===== src/rtl/mem_arb_pkg.sv =====
// -----------------------------------------------------------------------------
// mem_arb_pkg
// Shared types and defaults for the IF/LSU unified memory port arbiter.
//   arb_state_t : transaction FSM state (IDLE -> REQ -> WAIT -> IDLE)
//   arb_owner_t : which requester owns the current memory transaction
//   starve_w()  : width needed to hold a starvation count of 0..MAX_STARVE
// -----------------------------------------------------------------------------
package mem_arb_pkg;

  typedef enum logic [1:0] {
    ARB_IDLE = 2'd0,
    ARB_REQ  = 2'd1,
    ARB_WAIT = 2'd2
  } arb_state_t;

  typedef enum logic {
    OWN_LSU = 1'b0,
    OWN_IF  = 1'b1
  } arb_owner_t;

  localparam int DEF_ADDR_W     = 32;
  localparam int DEF_DATA_W     = 32;
  localparam int DEF_MAX_STARVE = 4;

  // Counter width able to represent the saturation value itself.
  function automatic int starve_w(input int max_starve);
    if (max_starve < 1) begin
      return 1;
    end else begin
      return $clog2(max_starve + 1);
    end
  endfunction

endpackage


===== src/rtl/mem_arb_pick.sv =====
// -----------------------------------------------------------------------------
// mem_arb_pick
// Purely combinational arbitration decision, evaluated by the top in IDLE.
// LSU has priority; once IF has lost MAX_STARVE consecutive contested
// arbitrations it wins the next one.
// Ports:
//   i_if_req, i_ls_req  : pending requests
//   i_starve_cnt        : current count of consecutive IF losses
//   o_valid             : at least one request pending
//   o_owner             : winner of this arbitration
//   o_starve_cnt_nxt    : starvation count to store if this decision is taken
// -----------------------------------------------------------------------------
module mem_arb_pick
  import mem_arb_pkg::*;
#(
  parameter int MAX_STARVE = DEF_MAX_STARVE,
  parameter int STARVE_W   = starve_w(DEF_MAX_STARVE)
) (
  input  logic                i_if_req,
  input  logic                i_ls_req,
  input  logic [STARVE_W-1:0] i_starve_cnt,
  output logic                o_valid,
  output arb_owner_t          o_owner,
  output logic [STARVE_W-1:0] o_starve_cnt_nxt
);

  localparam logic [STARVE_W-1:0] STARVE_MAX = STARVE_W'(MAX_STARVE);

  logic w_starved;
  logic [STARVE_W-1:0] w_starve_inc;

  // Saturating increment; >= guards against any count beyond the limit.
  always_comb begin
    w_starved = (i_starve_cnt >= STARVE_MAX);
    if (w_starved) begin
      w_starve_inc = STARVE_MAX;
    end else begin
      w_starve_inc = i_starve_cnt + {{(STARVE_W-1){1'b0}}, 1'b1};
    end
  end

  // Winner selection and starvation bookkeeping.
  always_comb begin
    o_valid          = i_if_req | i_ls_req;
    o_owner          = OWN_LSU;
    o_starve_cnt_nxt = i_starve_cnt;
    if (i_if_req && i_ls_req) begin
      if (w_starved) begin
        o_owner          = OWN_IF;
        o_starve_cnt_nxt = {STARVE_W{1'b0}};
      end else begin
        o_owner          = OWN_LSU;
        o_starve_cnt_nxt = w_starve_inc;
      end
    end else if (i_if_req) begin
      o_owner          = OWN_IF;
      o_starve_cnt_nxt = {STARVE_W{1'b0}};
    end else if (i_ls_req) begin
      // IF did not compete, so the count is left alone.
      o_owner          = OWN_LSU;
      o_starve_cnt_nxt = i_starve_cnt;
    end else begin
      o_owner          = OWN_LSU;
      o_starve_cnt_nxt = i_starve_cnt;
    end
  end

endmodule


===== src/rtl/mem_port_arbiter.sv =====
// -----------------------------------------------------------------------------
// mem_port_arbiter
// Shares one req/gnt/rvalid memory port between instruction fetch (IF) and the
// LSU with at most one transaction outstanding. LSU-priority arbitration with
// a starvation limit for IF (see mem_arb_pick).
// Ports:
//   i_clk, i_rst                 : clock, async active-high reset
//   i_if_req/i_if_addr           : IF read request (held until o_if_gnt)
//   o_if_gnt/o_if_rvalid/o_if_rdata : IF grant pulse, response pulse, data
//   i_ls_req/we/be/addr/wdata    : LSU request (held until o_ls_gnt)
//   o_ls_gnt/o_ls_rvalid/o_ls_rdata : LSU grant pulse, response pulse, data
//   o_mem_req/we/be/addr/wdata   : memory request and registered payload
//   i_mem_gnt/rvalid/rdata       : memory accept, response, read data
//   o_busy                       : a transaction is in flight
// -----------------------------------------------------------------------------
module mem_port_arbiter
  import mem_arb_pkg::*;
#(
  parameter int ADDR_W     = DEF_ADDR_W,
  parameter int DATA_W     = DEF_DATA_W,
  parameter int MAX_STARVE = DEF_MAX_STARVE
) (
  input  logic                i_clk,
  input  logic                i_rst,
  input  logic                i_if_req,
  input  logic [ADDR_W-1:0]   i_if_addr,
  output logic                o_if_gnt,
  output logic                o_if_rvalid,
  output logic [DATA_W-1:0]   o_if_rdata,
  input  logic                i_ls_req,
  input  logic                i_ls_we,
  input  logic [DATA_W/8-1:0] i_ls_be,
  input  logic [ADDR_W-1:0]   i_ls_addr,
  input  logic [DATA_W-1:0]   i_ls_wdata,
  output logic                o_ls_gnt,
  output logic                o_ls_rvalid,
  output logic [DATA_W-1:0]   o_ls_rdata,
  output logic                o_mem_req,
  output logic                o_mem_we,
  output logic [DATA_W/8-1:0] o_mem_be,
  output logic [ADDR_W-1:0]   o_mem_addr,
  output logic [DATA_W-1:0]   o_mem_wdata,
  input  logic                i_mem_gnt,
  input  logic                i_mem_rvalid,
  input  logic [DATA_W-1:0]   i_mem_rdata,
  output logic                o_busy
);

  localparam int BE_W     = DATA_W / 8;
  localparam int STARVE_W = starve_w(MAX_STARVE);

  arb_state_t          r_state;
  arb_state_t          w_state_nxt;
  arb_owner_t          r_owner;
  logic [STARVE_W-1:0] r_starve_cnt;

  logic                r_mem_we;
  logic [BE_W-1:0]     r_mem_be;
  logic [ADDR_W-1:0]   r_mem_addr;
  logic [DATA_W-1:0]   r_mem_wdata;

  logic                r_if_rvalid;
  logic [DATA_W-1:0]   r_if_rdata;
  logic                r_ls_rvalid;
  logic [DATA_W-1:0]   r_ls_rdata;

  logic                w_pick_valid;
  arb_owner_t          w_pick_owner;
  logic [STARVE_W-1:0] w_starve_nxt;

  mem_arb_pick #(
    .MAX_STARVE (MAX_STARVE),
    .STARVE_W   (STARVE_W)
  ) u_pick (
    .i_if_req         (i_if_req),
    .i_ls_req         (i_ls_req),
    .i_starve_cnt     (r_starve_cnt),
    .o_valid          (w_pick_valid),
    .o_owner          (w_pick_owner),
    .o_starve_cnt_nxt (w_starve_nxt)
  );

  // FSM state register.
  always_ff @(posedge i_clk or posedge i_rst) begin
    if (i_rst) begin
      r_state <= ARB_IDLE;
    end else begin
      r_state <= w_state_nxt;
    end
  end

  // FSM next-state logic. Requests are only looked at in IDLE, and memory
  // handshakes only in the state that expects them.
  always_comb begin
    w_state_nxt = r_state;
    case (r_state)
      ARB_IDLE: begin
        if (w_pick_valid) begin
          w_state_nxt = ARB_REQ;
        end else begin
          w_state_nxt = ARB_IDLE;
        end
      end
      ARB_REQ: begin
        if (i_mem_gnt) begin
          w_state_nxt = ARB_WAIT;
        end else begin
          w_state_nxt = ARB_REQ;
        end
      end
      ARB_WAIT: begin
        if (i_mem_rvalid) begin
          w_state_nxt = ARB_IDLE;
        end else begin
          w_state_nxt = ARB_WAIT;
        end
      end
      default: begin
        w_state_nxt = ARB_IDLE;
      end
    endcase
  end

  // FSM outputs. The grant is passed straight through from i_mem_gnt so the
  // requester learns of acceptance in the same cycle as the memory.
  always_comb begin
    o_mem_req = 1'b0;
    o_if_gnt  = 1'b0;
    o_ls_gnt  = 1'b0;
    o_busy    = 1'b0;
    case (r_state)
      ARB_IDLE: begin
        o_busy = 1'b0;
      end
      ARB_REQ: begin
        o_mem_req = 1'b1;
        o_busy    = 1'b1;
        if (i_mem_gnt) begin
          o_if_gnt = (r_owner == OWN_IF);
          o_ls_gnt = (r_owner == OWN_LSU);
        end else begin
          o_if_gnt = 1'b0;
          o_ls_gnt = 1'b0;
        end
      end
      ARB_WAIT: begin
        o_busy = 1'b1;
      end
      default: begin
        o_busy = 1'b0;
      end
    endcase
  end

  // Arbitration result, request payload and response capture.
  always_ff @(posedge i_clk or posedge i_rst) begin
    if (i_rst) begin
      r_owner      <= OWN_LSU;
      r_starve_cnt <= {STARVE_W{1'b0}};
      r_mem_we     <= 1'b0;
      r_mem_be     <= {BE_W{1'b0}};
      r_mem_addr   <= {ADDR_W{1'b0}};
      r_mem_wdata  <= {DATA_W{1'b0}};
      r_if_rvalid  <= 1'b0;
      r_if_rdata   <= {DATA_W{1'b0}};
      r_ls_rvalid  <= 1'b0;
      r_ls_rdata   <= {DATA_W{1'b0}};
    end else begin
      // Response strobes are single-cycle pulses.
      r_if_rvalid <= 1'b0;
      r_ls_rvalid <= 1'b0;
      case (r_state)
        ARB_IDLE: begin
          if (w_pick_valid) begin
            r_owner      <= w_pick_owner;
            r_starve_cnt <= w_starve_nxt;
            if (w_pick_owner == OWN_IF) begin
              // Fetches are always full-word reads.
              r_mem_we    <= 1'b0;
              r_mem_be    <= {BE_W{1'b1}};
              r_mem_addr  <= i_if_addr;
              r_mem_wdata <= {DATA_W{1'b0}};
            end else begin
              r_mem_we    <= i_ls_we;
              r_mem_be    <= i_ls_be;
              r_mem_addr  <= i_ls_addr;
              r_mem_wdata <= i_ls_wdata;
            end
          end else begin
            r_owner      <= r_owner;
            r_starve_cnt <= r_starve_cnt;
          end
        end
        ARB_WAIT: begin
          if (i_mem_rvalid) begin
            if (r_owner == OWN_IF) begin
              r_if_rvalid <= 1'b1;
              r_if_rdata  <= i_mem_rdata;
            end else begin
              r_ls_rvalid <= 1'b1;
              r_ls_rdata  <= i_mem_rdata;
            end
          end else begin
            r_if_rdata <= r_if_rdata;
            r_ls_rdata <= r_ls_rdata;
          end
        end
        default: begin
          r_owner <= r_owner;
        end
      endcase
    end
  end

  assign o_mem_we    = r_mem_we;
  assign o_mem_be    = r_mem_be;
  assign o_mem_addr  = r_mem_addr;
  assign o_mem_wdata = r_mem_wdata;
  assign o_if_rvalid = r_if_rvalid;
  assign o_if_rdata  = r_if_rdata;
  assign o_ls_rvalid = r_ls_rvalid;
  assign o_ls_rdata  = r_ls_rdata;

endmodule


===== config.mk =====
export PLATFORM = sky130hd
export DESIGN_NAME = mem_port_arbiter
export DESIGN_NICKNAME = d
export VERILOG_FILES = /design/src/rtl/mem_arb_pkg.sv /design/src/rtl/mem_arb_pick.sv /design/src/rtl/mem_port_arbiter.sv
export SDC_FILE = /design/constraint.sdc
export NUM_CORES = 1
export LEC_CHECK = 0
export BUFFER_PORTS_ARGS = -buffer_cell sky130_fd_sc_hd__buf_2
export CORE_ASPECT_RATIO = 0.8
export CORE_UTILIZATION = 48
export CTS_CLUSTER_SIZE = 14
export DETAILED_ROUTE_END_ITERATION = 8
export PLACE_DENSITY_LB_ADDON = 0.1
export SLEW_MARGIN = 20
export SYNTH_ARGS = -nofsm -noshare
export SYNTH_HDL_FRONTEND = slang
export SYNTH_HIERARCHICAL = 1
export SYNTH_SLANG_ARGS = --single-unit
export TNS_END_PERCENT = 100

===== constraint.sdc =====
create_clock -name i_clk -period 6.3 [get_ports i_clk]
set_input_delay 1.26 -clock i_clk [delete_from_list [all_inputs] [get_ports i_clk]]
set_output_delay 1.26 -clock i_clk [all_outputs]
set_load 0.005 [all_outputs]

======== Word level (Yosys, flattened, before mapping) ========
Cells that the tools add are included.
word-level totals
  register bits after elaboration ......... 141
  input port bits ......................... 139
  output and inout bits ................... 139
cells by class
  add/sub/neg operators ................... 1
  order comparisons ....................... 1
  equality and inequality tests ........... 2
  muxes and demuxes ....................... 26
  bitwise operators ....................... 2
  reductions and logical operators ........ 8
operators by type and width
  operator                                                          number
  32-bit 2-to-1 mux                                                 2
  1-bit 2-to-1 mux                                                  17
  3-bit 2-to-1 mux                                                  3
  3-bit AND reduction                                               3
  2-bit case mux with 3 select lines                                1
  2-bit 2-to-1 mux                                                  2
  4-bit 2-to-1 mux                                                  1
  3-bit by 1-bit adder with 3-bit output (second input constant)    1
  3-bit >= comparator (second input constant)                       1
  2-bit by 1-bit == test with 1-bit output (second input constant)  1
  2-bit == test (second input constant)                             1
  2-bit zero test                                                   1
  2-bit AND reduction                                               1
  2-bit nonzero test                                                1
  2-bit OR reduction                                                1
  1-bit logical AND                                                 1
  1-bit inverter                                                    1
  1-bit bitwise OR                                                  1

======== Depth between registers and ports, before layout ========
  word-level depth ........................ 4
  gate-level depth with buffers ........... 8

======== Hierarchy ========
Netlist, hierarchy kept.
by module, submodules not included
  module            times used  cells each  area an instance (um^2)  seq. area each (um^2)
  mem_port_arbiter  1           474         6192.2                   3528.4
  mem_arb_pick      1           14          98.8                     0.0

======== Worst setup path after synthesis ========
No wires, ideal clock.
  path type ............................... input port to output port
  start ................................... in i_mem_gnt
  end ..................................... out o_ls_gnt
  data arrival time ....................... 1.415 ns
  data required time ...................... 5.040 ns
  slack ................................... 3.625 ns
  stages .................................. 2
  path buffers ............................ 0
  cells stage by stage .................... nand2_1 nor2_1
between the ends
  longest elaborated chain between the ends .. 2
ends and longest elaborated chain
  item                line                     text
  start: declaration  mem_port_arbiter.sv:43   input logic i_mem_gnt,
  1-bit 2-to-1 mux    mem_port_arbiter.sv:138  if (i_mem_gnt) begin
  1-bit 2-to-1 mux    mem_port_arbiter.sv:131  case (r_state)
  end: declaration    mem_port_arbiter.sv:35   output logic o_ls_gnt,
No other way between the ends.

======== Worst setup path in the final report ========
Same ends and word-level chain as after synthesis.

==> qor.yml <==
seq_area_frac_synth_pct: 56.1
leakagePower_uw: 0.00426
grt_pass1_vias: 4896
final_cell_mix: "buf_2 (277), dfrtp_1 (141), a21oi_1 (64), inv_1 (40), mux2_2 (36)"
min_to: "o_if_rdata[18]"
relSlewSlack_pct: 36.0
finalCritPeriodShare_pct: 47.4
rows: 37
fin_setup_tns_ns: 0
power_uw: 4030
dp_hpwl_um: 10700
outcome: "finished clean"
cts_setup_buffers: 0
cellPowerDensity_nw_per_um2: 486
syn_area_per_cell_um2: 12.9
final_hold_viol_count: 0
min_path_type: "flop to flop"
layout_commonest_cell: "buf_2"
start_util_pct: 49.1
cts_buffer_depth: 2
grt_pass1_wl_um: 25000
crit_top_cell: "buf_2"
num-fill-cells: 1056
yosysWarnings: 6
final.min_clock_period_ns: 2.99
drt-initial-drc-count: 241
worstPathRequired_ns: 5.04
areaGrowthSynthToFinish_pct: 31.8
arrival_ns: 1.73
grtUsageTotal_pct: 24.1
rsz0062_at_grt: "false"
grt-ovfl-total: 0
regArea_um2: 3530
timing.rr.start: "r_state[0]"
hold_buffers: 0
dp_slack_ns: 3.02
io_pins: 278
vias: 4822
nets: 895
crit_slowest_cell: "nor2_1"
dieArea_um2: 13600
antennaDiodeCount: 0
worst_slack_ns: 3.31
ant_nets: 0
via_per_inst: 5.15
cts-htree-levels: 4
clk_latency_ns: 0.41
finalWirelength_um: 15900
cp_max_fo: 3
crit_family: "buffers and inverters"
post_cts_resized: 0
min_from: "o_if_rdata[18]"
cts.reportedPaths.clkPinSlew_ns: 0.06
gp_congestion: 0.755
cp.buffers_inverters: 2
irDropWorstVdd_uv: 257
first_pass_iters: 4
clock-sinks: 141
multi_input_area_um2: 2380
skew_ns: 0.00775
ys_seq_elements: 141
drc: 0
grt_antenna_before_repair: 0
path_class: "primary input to primary output"
end_kind: "primary output"
synth_cells: 488
final-setup-viol-count: 0
grt_max_degree: 78
core_area_um2: 12800
numCtsBuffers: 17
drive_above_1_share_pct: 52.0
r2r-end: "r_starve_cnt[2]"
slew_viol_final: 0
max_freq_ghz: 0.335
max_stage_delay_ns: 0.15
io_buffers: 277
rr_worst_depth: 5
tightest_slew_ns: 0.960
min_path_cells: 1
cts_tree: "yes"
syn_nets: 633
path_cells: "buf_2 > nand2_1 > nor2_1 > buf_2"
cap_violations: 0
die_w_um: 130
final_util_pct: 64.6
avgRoutedWirePerCell_um: 17.0
ys_types: 27
syn_area_um2: 6290
fp.dieH_um: 104
root_buffer: "clkbuf_16"
cp.depth: 4
start_kind: "primary input"
rrSetupSlack_ns: 3.59
==> area by class of cell <==
class                   count  share of cell area [%]
clock buffers              20                    5.39
multi-input cells         268                    28.7
repair buffers            281                    17.1
inverters                  41                    1.92
clock inverters            11                    1.74
flip-flops and latches    141                    42.6
well taps                 175                    2.64
==> where the power goes <==
group,switching (uW),internal (uW)
Clock,375,629
Sequential,217,1320
Combinational,743,745
==> layer usage <==
| layer | global-route usage, % | share of wire, % |
|---|---|---|
| met1 | 28.9 | 41 |
| met2 | 39.0 | 49 |
| met3 | 8.23 | 7.6 |
| met4 | 10.9 | 3.0 |
| met5 | 0 | 0 |
==> cells by family after synthesis <==
logic type | share of synthesized area (%)
flops | 56.1
compound gates | 10.6
mux | 19.2
buf+inv | 6.21
simple gates | 6.76
fa+ha+maj | 1.19
==> Yosys cell counts <==
library cell,instances,area (um^2)
buf_1,4,15.0
mux2_2,36,405
buf_8,1,15.0
ha_1,6,75.1
nor2_1,5,18.8
mux2i_1,32,320
and3_1,1,6.26
dfrtp_1,141,3530
buf_6,9,101
nand2b_1,2,12.5
mux2_4,32,480
nand2_1,4,15.0
and2_1,1,6.26
and2_4,1,8.76
nand2b_4,1,13.8
o21ai_0,34,170
nand4b_1,33,289
buf_2,12,60.1
nand3_4,1,17.5
or2_1,1,6.26
a21oi_4,10,163
nand3b_4,1,20.0
a21oi_1,64,320
inv_1,41,154
clkbuf_1,12,45.0
o22ai_1,2,12.5
nand4bb_1,1,11.3
==> worst max-delay path by stage <==
stage | startpoint | endpoint | slack, ns
2_1_floorplan | i_rst | o_if_rdata[0] | 1.26
3_3_place_gp | i_ls_req | o_mem_addr[1] | 3.13
3_5_place_dp | i_ls_req | o_mem_addr[1] | 3.02
4_1_cts | i_mem_gnt | o_ls_gnt | 3.31
5_1_grt | i_mem_gnt | o_ls_gnt | 3.25
6_report | i_mem_gnt | o_ls_gnt | 3.31
==> metrics by stage <==
stage	instance area [um^2]	cells	hold WS (ns)
floorplan	6290	488	0.504
global placement	7700	906	0.482
detailed placement	7700	906	0.487
CTS	8290	937	0.502
global route	8290	937	0.512
finish	8290	937	0.496
==> state kept, by name, indices dropped and copies added (netlist names) <==
name,count
r_starve_cnt,3
o_ls_rvalid,1
o_mem_be,4
o_mem_we,1
o_if_rdata,32
o_mem_wdata,32
r_state,2
o_if_rvalid,1
r_owner,1
o_ls_rdata,32
o_mem_addr,32
(Power assumes the default switching activity.)
